**src/rtl/exp_mix_pipe.sv**
```systemverilog
// Purpose: expands each 32-bit lane to 48 bits with the E-bit pattern and XORs in a sequenced round key.
// Latency: one cycle from an accepted input beat to out_*; one beat per cycle sustained.
// Backpressure: a single output register; in_ready = !out_valid || out_ready, and out_* hold until taken.
//
// Ports:
//   clk, reset              sole clock; synchronous active-high reset
//   key_we/key_waddr/key_wdata   round-key table write port (takes effect next cycle)
//   in_valid/in_ready/in_data    input beat, LANES x 32-bit right half-blocks
//   in_first/in_mode        start a new sequence; 0 = ascending keys, 1 = descending
//   out_valid/out_ready/out_data output beat, LANES x 48-bit mixed results
//   out_round/out_last      key index used, and whether it ended the sequence
module exp_mix_pipe #(
    parameter  int LANES     = 1,
    parameter  int KEY_DEPTH = 16,
    localparam int KW        = $clog2(KEY_DEPTH)
) (
    input  logic                  clk,
    input  logic                  reset,
    input  logic                  key_we,
    input  logic [KW-1:0]         key_waddr,
    input  logic [47:0]           key_wdata,
    input  logic                  in_valid,
    output logic                  in_ready,
    input  logic [32*LANES-1:0]   in_data,
    input  logic                  in_first,
    input  logic                  in_mode,
    output logic                  out_valid,
    input  logic                  out_ready,
    output logic [48*LANES-1:0]   out_data,
    output logic [KW-1:0]         out_round,
    output logic                  out_last
);

    localparam logic [KW-1:0] LAST_IDX = KW'(KEY_DEPTH - 1);

    logic [47:0]          key_q [KEY_DEPTH];
    logic [47:0]          key_d [KEY_DEPTH];
    logic [KW-1:0]        cnt_q, cnt_d;
    logic                 mode_q, mode_d;
    logic                 out_valid_q, out_valid_d;
    logic [48*LANES-1:0]  out_data_q, out_data_d;
    logic [KW-1:0]        out_round_q, out_round_d;
    logic                 out_last_q, out_last_d;

    logic                 accept;
    logic                 sel_mode;
    logic [KW-1:0]        idx;
    logic                 last_hit;

    // Group g takes bits 31-4g..28-4g plus one neighbour on each side,
    // wrapping around the 32-bit word at both ends.
    function automatic logic [47:0] expand(input logic [31:0] d);
        logic [47:0] e;
        e = '0;
        for (int g = 0; g < 8; g++) begin
            e[47-6*g -: 6] = {d[(32-4*g) % 32], d[31-4*g], d[30-4*g],
                              d[29-4*g], d[28-4*g], d[(59-4*g) % 32]};
        end
        return e;
    endfunction

    assign in_ready = !out_valid_q || out_ready;

    always_comb begin
        accept   = in_valid && in_ready;
        // A first beat overrides both the direction and the starting index.
        sel_mode = in_first ? in_mode : mode_q;
        if (in_first) begin
            idx = in_mode ? LAST_IDX : '0;
        end else begin
            idx = cnt_q;
        end
        last_hit = sel_mode ? (idx == '0) : (idx == LAST_IDX);

        cnt_d       = cnt_q;
        mode_d      = mode_q;
        out_valid_d = out_valid_q;
        out_data_d  = out_data_q;
        out_round_d = out_round_q;
        out_last_d  = out_last_q;
        for (int k = 0; k < KEY_DEPTH; k++) begin
            key_d[k] = key_q[k];
        end

        // Writes land in key_d only, so a beat mixing this cycle sees the old key.
        if (key_we) begin
            key_d[key_waddr] = key_wdata;
        end

        if (accept) begin
            for (int l = 0; l < LANES; l++) begin
                out_data_d[48*l +: 48] = expand(in_data[32*l +: 32]) ^ key_q[idx];
            end
            out_valid_d = 1'b1;
            out_round_d = idx;
            out_last_d  = last_hit;
            mode_d      = sel_mode;
            // Power-of-two depth: natural KW-bit wrap gives the modulo.
            cnt_d       = sel_mode ? (idx - KW'(1)) : (idx + KW'(1));
        end else if (out_ready) begin
            out_valid_d = 1'b0;
        end
    end

    always_ff @(posedge clk) begin
        if (reset) begin
            cnt_q       <= '0;
            mode_q      <= 1'b0;
            out_valid_q <= 1'b0;
            out_data_q  <= '0;
            out_round_q <= '0;
            out_last_q  <= 1'b0;
            for (int k = 0; k < KEY_DEPTH; k++) begin
                key_q[k] <= '0;
            end
        end else begin
            cnt_q       <= cnt_d;
            mode_q      <= mode_d;
            out_valid_q <= out_valid_d;
            out_data_q  <= out_data_d;
            out_round_q <= out_round_d;
            out_last_q  <= out_last_d;
            for (int k = 0; k < KEY_DEPTH; k++) begin
                key_q[k] <= key_d[k];
            end
        end
    end

    assign out_valid = out_valid_q;
    assign out_data  = out_data_q;
    assign out_round = out_round_q;
    assign out_last  = out_last_q;

endmodule

```
**config.mk**
```make
export PLATFORM = sky130hd
export DESIGN_NAME = exp_mix_pipe
export DESIGN_NICKNAME = d
export VERILOG_FILES = /design/src/rtl/exp_mix_pipe.sv
export SDC_FILE = /design/constraint.sdc
export NUM_CORES = 2
export LEC_CHECK = 0
export ABC_CLOCK_PERIOD_IN_PS = 2850
export BUFFER_PORTS_ARGS = -buffer_cell sky130_fd_sc_hd__buf_2
export CORE_MARGIN = 2
export CORE_UTILIZATION = 55
export CTS_CLUSTER_SIZE = 16
export DETAILED_ROUTE_END_ITERATION = 16
export GPL_ROUTABILITY_DRIVEN = 1
export PLACE_DENSITY = 0.78
export SYNTH_ARGS = -nofsm -noshare
export SYNTH_HDL_FRONTEND = slang
export SYNTH_SLANG_ARGS = --single-unit
```
**constraint.sdc**
```tcl
create_clock -name clk -period 2.85 [get_ports clk]
set_input_delay 0.285 -clock clk [delete_from_list [all_inputs] [get_ports clk]]
set_output_delay 0.285 -clock clk [all_outputs]
set_load 0.02 [all_outputs]
```
==> impl_metrics.csv <==
group,metric,value,unit
synthesis,synth_edf_count,0,
cells_and_area,drive_gt1_share,9.67,%
sta,setup_viol,0,
sta,period_share,82.3,%
route,ant_nets,0,
floorplan,ios,146,
cells_and_area,final_nets,4870,
clock_tree,cts.sinks,827,
synthesis,avgSynthCellArea,7.80,um^2
setup_path,required,3.36,ns
power_and_ir_drop,p_leak,14.0,nW
synthesis,syn_nets,5020,
synthesis,ys_seq_area_share,43.1,%
synthesis,synth_cell_types,44,
run_status,outcome,"finished clean",
sta,hold_viol_final,0,
power_and_ir_drop,vdd_drop_max,636,uV
synthesis,yosys_warnings,0,
global_route,grt_pass1_wl,202000,um
cells_and_area,num-fill-cells,5806,
clock_tree,cts_buffers,83,
route,route.vias.total,36250,
place,gp_congestion,0.873,
synthesis,synth-main-ff-cell,"dfxtp_1",
clock_tree,clk_pin_slew,0.07,ns
cells_and_area,layout_commonest_cell,"nand2_1",
floorplan,die_h,268,um
clock_tree,cts_resized,0,
floorplan,start_util,55.8,%
place,hpwl,73800,um
clock_tree,cts-root-buf,"clkbuf_16",
worst_hold_path,worstHoldStart,"key_wdata[38]",
sta,drv_slew,0,
cells_and_area,syn_to_final_growth,11.2,%
sta,fin_skew,0.0168,ns
clock_tree,cts.path.max_buffers,3,
floorplan,die_width,268,um
route,drtPass1Iterations,6,
global_route,grt_pass1_vias,34139,
setup_path,crit_type,"reg -> reg",
route,drc,0,
clock_tree,cts_htree_levels,3,
route,drt_iter0_markers,5150,
run,drv_cap,0,
setup_path,rr_startpoint,"cnt_q[0]$_SDFFE_PP0P_",
synthesis,synthArstFlopShare,0,%
route,drt-total-wl,134000,um
clock_tree,cts_tree,"yes",
clock_tree,ctsHoldBuffers,1,
sta,min_period,2.35,ns
global_route,grt_max_degree,99,
sta,rsz0062_at_grt,"no",
place,place_inst,5621,
worst_hold_path,holdCritPathClass,"in -> reg",
floorplan,placementRows,96,
synthesis,syn_area,0.0384,mm^2
sta,tns,0,ns
worst_hold_path,whs_path_depth,3,
cells_and_area,final_cell_mix,"1609 x nand2_1, 966 x a21oi_1, 826 x dfxtp_1, 481 x mux2i_1, 192 x a22o_1",
setup_path,crit_path_start,"cnt_q[0]$_SDFFE_PP0P_",
sta,tightest_slew,1.06,ns
sta,slew_headroom,29.5,%
global_route,grt_overflow,0,
setup_path,cp-end-kind,"register",
floorplan,dieArea,0.0720,mm^2
global_route,track_usage,36.4,%
sta,fmax,426,MHz
route,vias_per_cell,6.25,
setup_path,path_max_fanout,32,
global_route,antenna_found_initial,37,
synthesis,synth-seq-cells,827,
place,numPortBuffers,145,
synthesis,netlist_instances,4926,
cells_and_area,fin_cells,5804,
route,wire_per_inst,23.0,um
setup_path,crit_path_start_kind,"register",
clock_tree,post_cts_buffers,0,
clock_tree,clock_latency,0.65,ns
setup_path,cp.arrival,2.85,ns
setup_path,r2r_cells,7,
power_and_ir_drop,powerDensity,621,mW/mm^2
floorplan,core-area,0.0688,mm^2
-- state kept, by name, summed over array words and instances (netlist names) --
name	cells
out_round	4
cnt_q	4
mode_q	1
out_data	48
out_valid	1
out_last	1
key_q	768
-- layout make-up --
class,instances,area [um^2],share of cell area [%]
well taps,931,1160,2.72
inverters,5,18.8,0.0439
flip-flops and latches,827,16600,38.7
clock inverters,27,314,0.735
repair buffers,265,2330,5.44
diodes,34,85.1,0.199
clock buffers,121,2460,5.77
multi-input cells,3594,19800,46.4
-- cell families after synthesis --
kind of cell | synth area share [%]
muxes | 12.6
DFF | 43.1
AOI/OAI and AO/OA | 18.8
and+or+nand+nor | 19.5
adders and majority gates | 0.117
xor gates and xnor gates | 0.0228
buffers and inverters | 5.95
-- routing by layer --
layer / share of wire (%) / global-route usage, % / up-vias / wire length (um)
li1: - / - / 16387 / -
met1: 37 / 45.5 / 16958 / 49900
met2: 44 / 55.0 / 2302 / 58200
met3: 13 / 10.1 / 593 / 17200
met4: 6.2 / 23.7 / 10 / 8310
met5: 0.044 / 0 / - / 59
-- through the flow --
stage          setup WS (ns)  util (%)  instance area [um^2]  hold WS (ns)  power (W)
2_1_floorplan          0.685         -                 38400         0.436     0.0144
6_report               0.504      62.1                 42800        0.0323     0.0266
3_5_place_dp           0.577      57.9                 39900         0.446     0.0154
3_3_place_gp           0.630      57.9                 39900         0.440     0.0153
5_1_grt                0.435      62.1                 42700        0.0338     0.0272
4_1_cts                0.630      62.0                 42700        0.0121     0.0264
-- power by group --
| part | internal (W) | switching, W |
|---|---|---|
| logic | 0.00119 | 0.00206 |
| clock network | 0.00662 | 0.00470 |
| registers | 0.0118 | 0.000197 |
-- final timing paths --
check                               to  slack [ns]
min          key_q[9][38]$_SDFFE_PP0P_        0.03
max reg2reg  out_data[30]$_SDFFE_PP0P_        0.50
min reg2reg  key_q[2][43]$_SDFFE_PP0P_        0.45
max          out_data[30]$_SDFFE_PP0P_        0.50
-- cells in the mapped netlist, types with 13 or more instances --
master	instances	share of area [%]
buf_2	72	0.94
or2b_1	13	0.25
nor4_2	28	0.91
buf_4	33	0.64
clkbuf_1	350	3.4
mux2i_1	481	13
dfxtp_1	827	43
buf_1	21	0.21
nand2b_1	55	0.90
a22o_1	192	4.4
nand2_1	1621	16
nor4_1	20	0.33
buf_6	21	0.62
o22ai_1	95	1.5
nor2_1	70	0.68
a21oi_1	966	13
-- critical path: stages (launching register included) --
cell and delay (ns):
dfxtp_4 0.56, buf_12 0.30, buf_12 0.20, mux2i_1 0.09, a22o_1 0.23, o22ai_1 0.44, mux2i_1 0.29, nor4_2 0.07
(Power assumes the default switching activity.)
